**src/rtl/mips_pkg.sv**
```systemverilog
// Shared definitions for the multicycle MIPS control path: FSM states,
// opcode/funct constants, ALU control codes and alu_op codes.
package mips_pkg;

  typedef enum logic [3:0] {
    S_FETCH   = 4'd0,
    S_DECODE  = 4'd1,
    S_MEMADR  = 4'd2,
    S_MEMRD   = 4'd3,
    S_MEMWB   = 4'd4,
    S_MEMWR   = 4'd5,
    S_EXECUTE = 4'd6,
    S_ALUWB   = 4'd7,
    S_BRANCH  = 4'd8,
    S_ADDIEX  = 4'd9,
    S_ADDIWB  = 4'd10,
    S_JUMP    = 4'd11
  } state_t;

  localparam logic [5:0] OP_RTYPE = 6'b000000;
  localparam logic [5:0] OP_LW    = 6'b100011;
  localparam logic [5:0] OP_SW    = 6'b101011;
  localparam logic [5:0] OP_BEQ   = 6'b000100;
  localparam logic [5:0] OP_ADDI  = 6'b001000;
  localparam logic [5:0] OP_J     = 6'b000010;

  localparam logic [5:0] FN_ADD = 6'b100000;
  localparam logic [5:0] FN_SUB = 6'b100010;
  localparam logic [5:0] FN_AND = 6'b100100;
  localparam logic [5:0] FN_OR  = 6'b100101;
  localparam logic [5:0] FN_SLT = 6'b101010;

  localparam logic [2:0] ALU_ADD = 3'b010;
  localparam logic [2:0] ALU_SUB = 3'b110;
  localparam logic [2:0] ALU_AND = 3'b000;
  localparam logic [2:0] ALU_OR  = 3'b001;
  localparam logic [2:0] ALU_SLT = 3'b111;

  localparam logic [1:0] AOP_ADD   = 2'b00;
  localparam logic [1:0] AOP_SUB   = 2'b01;
  localparam logic [1:0] AOP_FUNCT = 2'b10;

endpackage

```
**src/rtl/mips_alu_decoder.sv**
```systemverilog
// Combinational ALU decoder: maps (alu_op, funct) to the 3-bit ALU control.
module mips_alu_decoder
  import mips_pkg::*;
(
  input  logic [1:0] alu_op,
  input  logic [5:0] funct,
  output logic [2:0] alu_control
);

  // alu_op selects add/sub directly; only R-type execution consults funct
  always_comb begin
    alu_control = ALU_ADD;
    case (alu_op)
      AOP_ADD: alu_control = ALU_ADD;
      AOP_SUB: alu_control = ALU_SUB;
      AOP_FUNCT: begin
        case (funct)
          FN_ADD:  alu_control = ALU_ADD;
          FN_SUB:  alu_control = ALU_SUB;
          FN_AND:  alu_control = ALU_AND;
          FN_OR:   alu_control = ALU_OR;
          FN_SLT:  alu_control = ALU_SLT;
          default: alu_control = ALU_ADD;
        endcase
      end
      default: alu_control = ALU_ADD;
    endcase
  end

endmodule

```
**src/rtl/mips_mc_control.sv**
```systemverilog
// Multicycle MIPS control unit: Moore main FSM plus ALU decoder.
// Optional build macro MC_CTRL_PERF_EN adds cycle/instruction counters.
//
// Memory handshake: the FSM presents an access (FETCH, MEMRD, MEMWR) and
// holds it every cycle; the access completes in the cycle mem_ready=1,
// and only then does the FSM advance or pulse ir_write/pc_write.
module mips_mc_control
  import mips_pkg::*;
#(
  parameter logic [3:0] RESET_STATE = 4'd0
) (
  input  logic       clk,
  input  logic       rst,
  input  logic [5:0] opcode,
  input  logic [5:0] funct,
  input  logic       zero,
  input  logic       mem_ready,
  output logic       iord,
  output logic       mem_write,
  output logic       ir_write,
  output logic       reg_dst,
  output logic       mem_to_reg,
  output logic       reg_write,
  output logic       alu_src_a,
  output logic [1:0] alu_src_b,
  output logic [1:0] pc_src,
  output logic [2:0] alu_control,
  output logic       pc_en,
  output logic       illegal_op,
`ifdef MC_CTRL_PERF_EN
  output logic [31:0] cycle_count,
  output logic [31:0] instr_count,
`endif
  output logic [3:0] state_debug
);

  state_t     state, state_next;
  logic [1:0] alu_op;
  logic       pc_write, branch;
  logic       ir_write_raw, mem_write_raw, reg_write_raw, illegal_raw;

  // State register; reset abandons any instruction in flight
  always_ff @(posedge clk or posedge rst) begin
    if (rst) state <= state_t'(RESET_STATE);
    else     state <= state_next;
  end

  // Next-state and per-state control outputs, defaults first
  always_comb begin
    state_next    = S_FETCH;
    iord          = 1'b0;
    mem_write_raw = 1'b0;
    ir_write_raw  = 1'b0;
    reg_dst       = 1'b0;
    mem_to_reg    = 1'b0;
    reg_write_raw = 1'b0;
    alu_src_a     = 1'b0;
    alu_src_b     = 2'b00;
    pc_src        = 2'b00;
    alu_op        = AOP_ADD;
    pc_write      = 1'b0;
    branch        = 1'b0;
    illegal_raw   = 1'b0;
    case (state)
      S_FETCH: begin
        alu_src_b    = 2'b01;
        ir_write_raw = mem_ready;
        pc_write     = mem_ready;
        state_next   = mem_ready ? S_DECODE : S_FETCH;
      end
      S_DECODE: begin
        alu_src_b = 2'b11;
        case (opcode)
          OP_LW, OP_SW: state_next = S_MEMADR;
          OP_RTYPE:     state_next = S_EXECUTE;
          OP_BEQ:       state_next = S_BRANCH;
          OP_ADDI:      state_next = S_ADDIEX;
          OP_J:         state_next = S_JUMP;
          default: begin
            state_next  = S_FETCH;
            illegal_raw = 1'b1;
          end
        endcase
      end
      S_MEMADR: begin
        alu_src_a = 1'b1;
        alu_src_b = 2'b10;
        if (opcode == OP_LW)      state_next = S_MEMRD;
        else if (opcode == OP_SW) state_next = S_MEMWR;
        else                      state_next = S_FETCH;
      end
      S_MEMRD: begin
        iord       = 1'b1;
        state_next = mem_ready ? S_MEMWB : S_MEMRD;
      end
      S_MEMWB: begin
        mem_to_reg    = 1'b1;
        reg_write_raw = 1'b1;
      end
      S_MEMWR: begin
        iord          = 1'b1;
        mem_write_raw = 1'b1;
        state_next    = mem_ready ? S_FETCH : S_MEMWR;
      end
      S_EXECUTE: begin
        alu_src_a  = 1'b1;
        alu_op     = AOP_FUNCT;
        state_next = S_ALUWB;
      end
      S_ALUWB: begin
        reg_dst       = 1'b1;
        reg_write_raw = 1'b1;
      end
      S_BRANCH: begin
        alu_src_a = 1'b1;
        alu_op    = AOP_SUB;
        branch    = 1'b1;
        pc_src    = 2'b01;
      end
      S_ADDIEX: begin
        alu_src_a  = 1'b1;
        alu_src_b  = 2'b10;
        state_next = S_ADDIWB;
      end
      S_ADDIWB: reg_write_raw = 1'b1;
      S_JUMP: begin
        pc_src   = 2'b10;
        pc_write = 1'b1;
      end
      default: state_next = S_FETCH;
    endcase
  end

  // Write enables are held off for the whole time reset is asserted
  always_comb begin
    ir_write   = ir_write_raw & ~rst;
    mem_write  = mem_write_raw & ~rst;
    reg_write  = reg_write_raw & ~rst;
    illegal_op = illegal_raw & ~rst;
    pc_en      = (pc_write | (branch & zero)) & ~rst;
  end

  assign state_debug = state;

  mips_alu_decoder u_alu_decoder (
    .alu_op      (alu_op),
    .funct       (funct),
    .alu_control (alu_control)
  );

`ifdef MC_CTRL_PERF_EN
  // Free-running cycle counter and count of completed instruction fetches
  always_ff @(posedge clk or posedge rst) begin
    if (rst) begin
      cycle_count <= 32'd0;
      instr_count <= 32'd0;
    end else begin
      cycle_count <= cycle_count + 32'd1;
      if (state == S_FETCH && mem_ready) instr_count <= instr_count + 32'd1;
    end
  end
`endif

endmodule

```
**config.mk**
```make
export PLATFORM = sky130hd
export DESIGN_NAME = mips_mc_control
export DESIGN_NICKNAME = d
export VERILOG_FILES = /design/src/rtl/mips_pkg.sv /design/src/rtl/mips_alu_decoder.sv /design/src/rtl/mips_mc_control.sv
export SDC_FILE = /design/constraint.sdc
export NUM_CORES = 1
export LEC_CHECK = 0
export CAP_MARGIN = 20
export CORE_UTILIZATION = 39
export DETAILED_ROUTE_END_ITERATION = 12
export PLACE_DENSITY = 0.9
export SYNTH_ARGS = -nofsm -noshare
export SYNTH_HDL_FRONTEND = slang
export SYNTH_SLANG_ARGS = --single-unit
```
**constraint.sdc**
```tcl
create_clock -name clk -period 4.85 [get_ports clk]
set_clock_uncertainty 0.2 [all_clocks]
set_input_delay 0.485 -clock clk [delete_from_list [all_inputs] [get_ports clk]]
set_output_delay 0.485 -clock clk [all_outputs]
set_load 0.02 [all_outputs]
```
After elaboration in Yosys (flattened, before gate mapping)
Index checks and enable logic that the tools add are counted.
{ "totals": {"reg_bits": 4, "input_bits": 16, "out_inout_bits": 20, "wordCells": 62} }
{ "classes": {"n_eq_ne": 22, "mux": 23, "n_bitwise": 8, "reduce_logical": 8} }
{ "ops": {"columns": ["operator", "count"], "rows": [
  ["6-bit equality test, second input constant", 6],
  ["4-bit one-hot mux with 7 select lines", 1],
  ["4-bit one-hot mux with 5 select lines", 1],
  ["4-bit by 3-bit equality test with 1-bit output, second input constant", 4],
  ["4-bit equality test, second input constant", 4],
  ["3-bit two-way mux", 4],
  ["3-bit one-hot mux with 4 select lines", 1],
  ["1-bit two-way mux", 11],
  ["4-bit by 2-bit equality test with 1-bit output, second input constant", 2],
  ["2-bit one-hot mux with 2 select lines", 2],
  ["1-bit AND", 6],
  ["6-bit by 2-bit equality test with 1-bit output, second input constant", 1],
  ["6-bit by 3-bit equality test with 1-bit output, second input constant", 1],
  ["6-bit by 4-bit equality test with 1-bit output, second input constant", 1],
  ["6-bit logical NOT", 1],
  ["2-bit one-hot mux with 3 select lines", 1],
  ["3-bit one-hot mux with 2 select lines", 1],
  ["2-bit OR reduction", 3],
  ["6-bit OR reduction", 1],
  ["4-bit by 1-bit equality test with 1-bit output, second input constant", 1],
  ["4-bit logical NOT", 1],
  ["4-bit OR reduction", 1],
  ["3-bit OR reduction", 1],
  ["2-bit by 1-bit equality test with 1-bit output, second input constant", 1],
  ["4 further kinds", 4]
]} }

Depth between registers and ports, before layout
Gate-level depths: netlist of run 1.
{ "depth": {"depth_word": 5, "depth_mapped": 9} }

Cells and area by module
Synthesis of run 1 repeated with hierarchy kept, for this count alone.
{ "unflattened": {"hier_cells": 90, "area_unflattened_um2": 663.1} }
{ "by_module_without_submodules": {"columns": ["mod", "instances", "cells_per_inst", "area_per_inst_um2", "seq_area_each_um2"], "rows": [
  ["mips_mc_control", 1, 75, 544.3, 100.1],
  ["mips_alu_decoder", 1, 15, 118.9, 0.0]
]} }

Worst setup path after synthesis of run 1
No wires, ideal clock.
{ "synth_timing": {"kind": "reg-to-output", "start": "reg state[2] (netlist: state_debug[2])", "end": "out reg_write", "t_arrival_ps": 1790, "required_time_ps": 4165, "path_slack_ps": 2375, "path_stages_with_launch": 6, "path_buffers": 1, "path_cell_list": "dfrtp_1 -> buf_6 -> or2b_1 -> nor3_1 -> a21oi_1 -> nor2_1"} }
{ "synth_via": {"elab_chain_len": 4, "word_cells_on_any_way": 6} }
{ "synth_rtl": {"columns": ["item", "line_no", "source"], "rows": [
  ["start, declared", "mips_mc_control.sv:37", "state_t state, state_next;"],
  ["start signal, assigned", "mips_mc_control.sv:44", "if (rst) state <= state_t'(RESET_STATE);"],
  ["start signal, assigned", "mips_mc_control.sv:45", "else state <= state_next;"],
  ["4-bit equality test / 4-bit by 3-bit equality test with 1-bit output (equally long branches)", "mips_mc_control.sv:64", "case (state)"],
  ["3-bit OR reduction (no line) (*)", null, null],
  ["1-bit two-way mux (*)", "mips_mc_control.sv:64", null],
  ["1-bit AND (*)", "mips_mc_control.sv:138", "reg_write = reg_write_raw & ~rst;"],
  ["end, declared", "mips_mc_control.sv:23", "output logic reg_write,"]
]} }
Mark *: on every way between the ends. The rest lies on a longest branch, timed or not.

Final worst setup path of run 1
{ "layout_timing": {"start": "reg state[0] (netlist: state_debug[0])", "end": "out alu_control[0]"} }
{ "layout_via": {"elab_chain_len": 4, "word_cells_on_any_way": 6} }
{ "layout_rtl": {"columns": ["item", "line_no", "source"], "rows": [
  ["4-bit equality test / 4-bit by 3-bit equality test with 1-bit output (equally long branches)", "mips_mc_control.sv:64", null],
  ["2-bit one-hot mux with 2 select lines (*)", "mips_mc_control.sv:64", null],
  ["2-bit equality test / 2-bit by 1-bit equality test with 1-bit output (equally long branches)", "mips_alu_decoder.sv:13", "case (alu_op)"],
  ["3-bit one-hot mux with 2 select lines (*)", "mips_alu_decoder.sv:13", null],
  ["end, declared", "mips_mc_control.sv:27", "output logic [2:0] alu_control,"]
]} }
Marks and branches as above.

==> impl_metrics.tcl, run 1 <==
set metrics [dict create \
    startpoint_type "flop" \
    grt_usage_pct 23.9 \
    cts_resized 0 \
    synthArstFlopShare_pct 100 \
    wl_per_cell_um 13.3 \
    multi_input_area_um2 433 \
    cap_violations 0 \
    layout-drive-gt1-share_pct 6.90 \
    post-route-util_pct 69.8 \
    slew_viol_final 0 \
    setup_tns_ns 0 \
    max_slew_margin_pct 70.4 \
    critical_path_class "reg -> out" \
    leakage_nw 0.347 \
    htree_levels 1 \
    peakVddDrop_mv 0.0956 \
    synthDistinctLibCells 39 \
    synth.most_common_cell "nor2_1" \
    cp_common_cell "inv_1" \
    vias_per_cell 5.68 \
    grt_pass1_vias 660 \
    grt.overflow.total 0 \
    post-route-min-period_ns 3.25 \
    p_per_area_mw_per_mm2 157 \
    drt_first_pass_iters 4 \
    gp_congestion 0.867 \
    setup.worst_path.start "state_debug[0]" \
    grt_pass1_wl_mm 2.59 \
    synthFlopType "dfrtp_1" \
    path_cells "inv_1 > nand4_1 > inv_1 > ha_1 > nand2_1 > nor4_1 > a32o_1 > clkdlybuf4s50_1" \
    timing.rr.end "state_debug[0]" \
    dp_hpwl_mm 1.38 \
    cp_slowest_cell "clkdlybuf4s50_1" \
    yosys-top-cells-count "nor2_1 (12), nor3_1 (7), inv_1 (6)" \
    hp-class "in -> async" \
    max-clock-path-buffers 2 \
    netlist_top_cells_area "dfrtp_1 (17%), nor2_1 (7.5%), nor3_1 (5.9%), ha_1 (4.2%), nand3_1 (4.2%)" \
    dr_total_vias 744 \
    synth_area_um2 597 \
    yosys.area.top_type "dfrtp_1" \
    area_growth_pct 59.7 \
    cts_tree "yes" \
    final_nets 136 \
    yosysWarnings 0 \
    fp.dieW_um 41.1 \
    r2r.worst_path.cells 4 \
    antenna_found_initial 0 \
    root_buffer "clkbuf_4" \
    io_pins 36 \
    status "finished clean" \
    syn_area_per_cell_um2 7.28 \
    insertion_delay_ns 0.24 \
    cp-end-kind "primary output" \
    critical_path_required_ns 4.16 \
    finalSetupViolCount 0 \
    ctsHoldBuffers 0 \
    worst_path_largest_cell_delay_ns 0.60 \
    syn-instance-count 82 \
    max_freq_mhz 307 \
    ant_nets 0 \
    drc 0 \
    finalWirelength_mm 1.74 \
    synth_nets 100 \
    largest_register_ffs 4 \
    clock-sinks 4 \
    yosys_register_bits 4 \
    reg2reg_from "state_debug[1]" \
    cp_max_fo 9 \
    synth-edff-count 0 \
    die_area_mm2 0.00169 \
    num_antenna_cells 0 \
    cts_buffers 3 \
    hold_viol 0 \
    grt_start_max_net_pins 16 \
    initial_core_util_pct 43.7 \
    die_y_um 41.1 \
    core_area_mm2 0.00137 \
    io_buffers 35 \
    fin_crit_sh_pct 67.1 \
    fillers 117 \
    rows 13 \
    drtIter0Drc 11 \
    regToRegSetupSlack_ns 3.02 \
    seq_area_um2 100 \
    post-cts-setup-buffers 0 \
    ys_seq_area_share_pct 16.8 \
    worst_slew_pin_slew_ns 0.445 \
    cp.arrival_ns 2.57 \
    rsz0062_at_grt "false" \
    clk_pin_slew_worst_paths_ns 0.04 \
    yosys.area.top_type_share_pct 16.8 \
]
[metrics by stage]
step	power, W	cell area, um^2	hold slack [ns]	cells	setup WS [ns]
final	0.000149	953	0.424	131	1.60
after global routing	0.000160	953	0.440	131	1.30
after CTS	0.000151	953	0.416	131	1.59
after detailed placement	0.000106	931	0.472	128	1.77
after global placement	0.000105	931	0.485	128	1.80
after floorplan	0.0000736	597	0.0511	82	2.38
[per-layer routing]
layer  wire, um  track usage [%]  share of wire (%)
met5          0                0                  0
met4         24             18.5                1.4
met3        107             3.80                6.2
met2        896             40.2                 52
met1        711             26.3                 41
[worst max-delay path, delay by kind of cell (launching register included)]
family                     cells  cell delay (ns)
adders and majority gates      1             0.19
buffers and inverters          3             0.91
and+or+nand+nor                3             0.53
AOI/OAI and AO/OA              1             0.19
DFF                            1             0.51
[power by group]
part / leakage [nW] / internal (W) / switching (W)
clock: 0.0138 / 0.0000278 / 0.0000150
combinational: 0.279 / 0.0000331 / 0.0000319
sequential: 0.0542 / 0.0000353 / 0.00000627
[kinds of logic after synthesis]
logic type               synth area share, %
buffers and inverters                   10.7
adder cells (fa/ha/maj)                 4.19
flip-flops                              16.8
AO/OA/AOI/OAI                           19.5
AND/OR/NAND/NOR                         40.9
multiplexers                            3.56
XOR/XNOR                                4.40
[area by class of cell]
cell class	instances	share of cell area [%]
multi-input combinational	67	45.4
sequential	4	10.5
clock buffer	3	2.36
timing repair buffer	35	36.7
inverter	7	3.02
tap	15	1.97
[worst max-delay path by stage]
stage,endpoint,slack [ns],depth (start not counted)
after floorplan,reg_write,2.38,5
after global placement,illegal_op,1.80,5
after detailed placement,illegal_op,1.77,5
after CTS,alu_control[0],1.59,8
after global routing,alu_control[2],1.30,9
final,alu_control[0],1.60,8
[layout by cell type (no fill, tap or decap), types with 2 or more instances in the layout]
| cell | count |
|---|---|
| nor4_1 | 2 |
| nand2_1 | 4 |
| nor2_1 | 12 |
| nor3_1 | 7 |
| xor2_1 | 2 |
| dfrtp_1 | 4 |
| clkbuf_4 | 3 |
| o21ai_0 | 5 |
| nand3b_1 | 2 |
| clkdlybuf4s50_1 | 35 |
| ha_1 | 2 |
| inv_1 | 6 |
| a21oi_1 | 2 |
| nand2b_1 | 2 |
| nand3_1 | 5 |
(Power assumes the default switching activity.)
==> run 2: changes to the inputs <==
--- a/config.mk
+++ b/config.mk
@@ -6,9 +6,10 @@
 export NUM_CORES = 1
 export LEC_CHECK = 0
 export CAP_MARGIN = 20
-export CORE_UTILIZATION = 39
+export CORE_ASPECT_RATIO = 1.2
+export CORE_UTILIZATION = 36
 export DETAILED_ROUTE_END_ITERATION = 12
-export PLACE_DENSITY = 0.9
+export PLACE_DENSITY = 0.85
 export SYNTH_ARGS = -nofsm -noshare
 export SYNTH_HDL_FRONTEND = slang
 export SYNTH_SLANG_ARGS = --single-unit
==> constraint.sdc (replaced) <==
create_clock -name clk -period 3.04 [get_ports clk]
set_clock_uncertainty 0.2 [all_clocks]
set_input_delay 0.304 -clock clk [delete_from_list [all_inputs] [get_ports clk]]
set_output_delay 0.304 -clock clk [all_outputs]
set_load 0.02 [all_outputs]
==> impl_metrics.tcl, run 2 (same netlist as run 1, synthesis figures left out) <==
set metrics [dict create \
    fin_area_um2 992 \
    gp_congestion 0.919 \
    cts_buffers 3 \
    insertion_delay_ns 0.23 \
    dp_hpwl_mm 1.41 \
    core_area_mm2 0.00148 \
    htree_levels 1 \
    antenna_found_initial 0 \
    startpoint_type "flop" \
    cp_max_fo 12 \
    clock-sinks 4 \
    critical_path_required_ns 2.54 \
    mostFrequentLayoutCells "clkdlybuf4s50_1 (35), nor2_1 (12), nor3_1 (7), inv_1 (6)" \
    die_area_mm2 0.00183 \
    grt_usage_pct 21.5 \
    drc 0 \
    critical_path_class "reg -> out" \
    post-cts-setup-buffers 0 \
    layout-drive-gt1-share_pct 10.8 \
    fin_cells 137 \
    cp-end-kind "primary output" \
    area_growth_pct 66.2 \
    ctsHoldBuffers 0 \
    finalWirelength_mm 1.75 \
    place_inst 134 \
    num_antenna_cells 0 \
    cp.arrival_ns 2.34 \
    p_per_area_mw_per_mm2 241 \
    max_freq_mhz 351 \
    max_slew_margin_pct 75.7 \
    initial_core_util_pct 40.3 \
    post-route-min-period_ns 2.85 \
    peakVddDrop_mv 0.162 \
    drtIter0Drc 20 \
    hp-class "in -> async" \
    status "finished clean" \
    slew_viol_final 0 \
    worst_slew_pin_slew_ns 0.359 \
    fin_crit_sh_pct 93.6 \
    power_w 0.000239 \
    cap_violations 0 \
    clk_pin_slew_worst_paths_ns 0.04 \
    final_nets 140 \
    rows 15 \
    io_buffers 35 \
    hold_viol 0 \
    setup_tns_ns 0 \
    grt_pass1_vias 672 \
    dpl_cell_area_um2 963 \
    vias_per_cell 5.55 \
    wl_per_cell_um 12.8 \
    dr_total_vias 761 \
    finalSetupViolCount 0 \
    grt.overflow.total 0 \
    fp.dieW_um 39.2 \
    io_pins 36 \
    cts_tree "yes" \
    max-clock-path-buffers 2 \
    root_buffer "clkbuf_4" \
    drt_first_pass_iters 4 \
    leakage_nw 0.368 \
    die_y_um 46.6 \
    layout_commonest_cell "clkdlybuf4s50_1" \
    largest_register_ffs 4 \
    grt_start_max_net_pins 13 \
    grt_pass1_wl_mm 2.71 \
    ant_nets 0 \
]
-- run 2: changes by cell type in the layout (fill, tap and decap cells not counted), sizes merged --
cell | before | now
buf | 0 | 4
-- run 2: per-stage QoR --
| stage | utilization [%] | hold WS [ns] | worst slack [ns] |
|---|---|---|---|
| 2_1_floorplan | - | -0.130 | 0.746 |
| 3_3_place_gp | 65.0 | 0.403 | 0.355 |
| 3_5_place_dp | 65.0 | 0.413 | 0.255 |
| 4_1_cts | 66.5 | 0.254 | 0.0882 |
| 5_1_grt | 66.9 | 0.266 | -0.0315 |
| 6_report | 66.9 | 0.253 | 0.194 |
-- run 2: critical path: stages (launching register included) --
cell and delay (ns):
dfrtp_1 0.56, nand4_1 0.23, inv_1 0.10, ha_1 0.19, nand2_1 0.07, nor4_2 0.20, a32o_1 0.17, clkdlybuf4s50_1 0.59
-- run 2: path summary, 6_finish.rpt --
path / start / slack (ns) / end / depth (start not counted)
min: rst / 0.25 / state_debug[1] / 2
max reg2reg: state_debug[1] / 1.16 / state_debug[2] / 5
min in group clk: state_debug[3] / 0.42 / state_debug[3] / 2
max: state_debug[1] / 0.19 / alu_control[0] / 7
max in group asynchronous: rst / 2.24 / state_debug[0] / 2
min reg2reg: state_debug[3] / 0.42 / state_debug[3] / 2
-- run 2: cell type report --
type / count / area (um^2)
clock buffers: 3 / 22.5
fillers: 134 / 490
inverters: 7 / 28.8
multi-input cells: 67 / 439
flip-flops and latches: 4 / 100
well taps: 17 / 21.3
repair buffers: 39 / 380
-- run 2: per-layer routing --
layer	track usage [%]	vias up	routed length, um
met5	0	-	0
met4	10.3	0	13
met3	3.86	2	97
met2	38.7	32	932
met1	23.5	351	708
li1	-	376	-
-- run 2: timing repair --
action | 4_1_cts | 5_1_grt
setup endpoints to repair | 0 | 2
gates resized for setup | 0 | 1
hold endpoints to repair | 0 | 0
-- run 2: power by group --
part | internal, W | switching [W]
Sequential | 0.0000564 | 0.00000521
Clock | 0.0000441 | 0.0000204
Combinational | 0.0000564 | 0.0000563
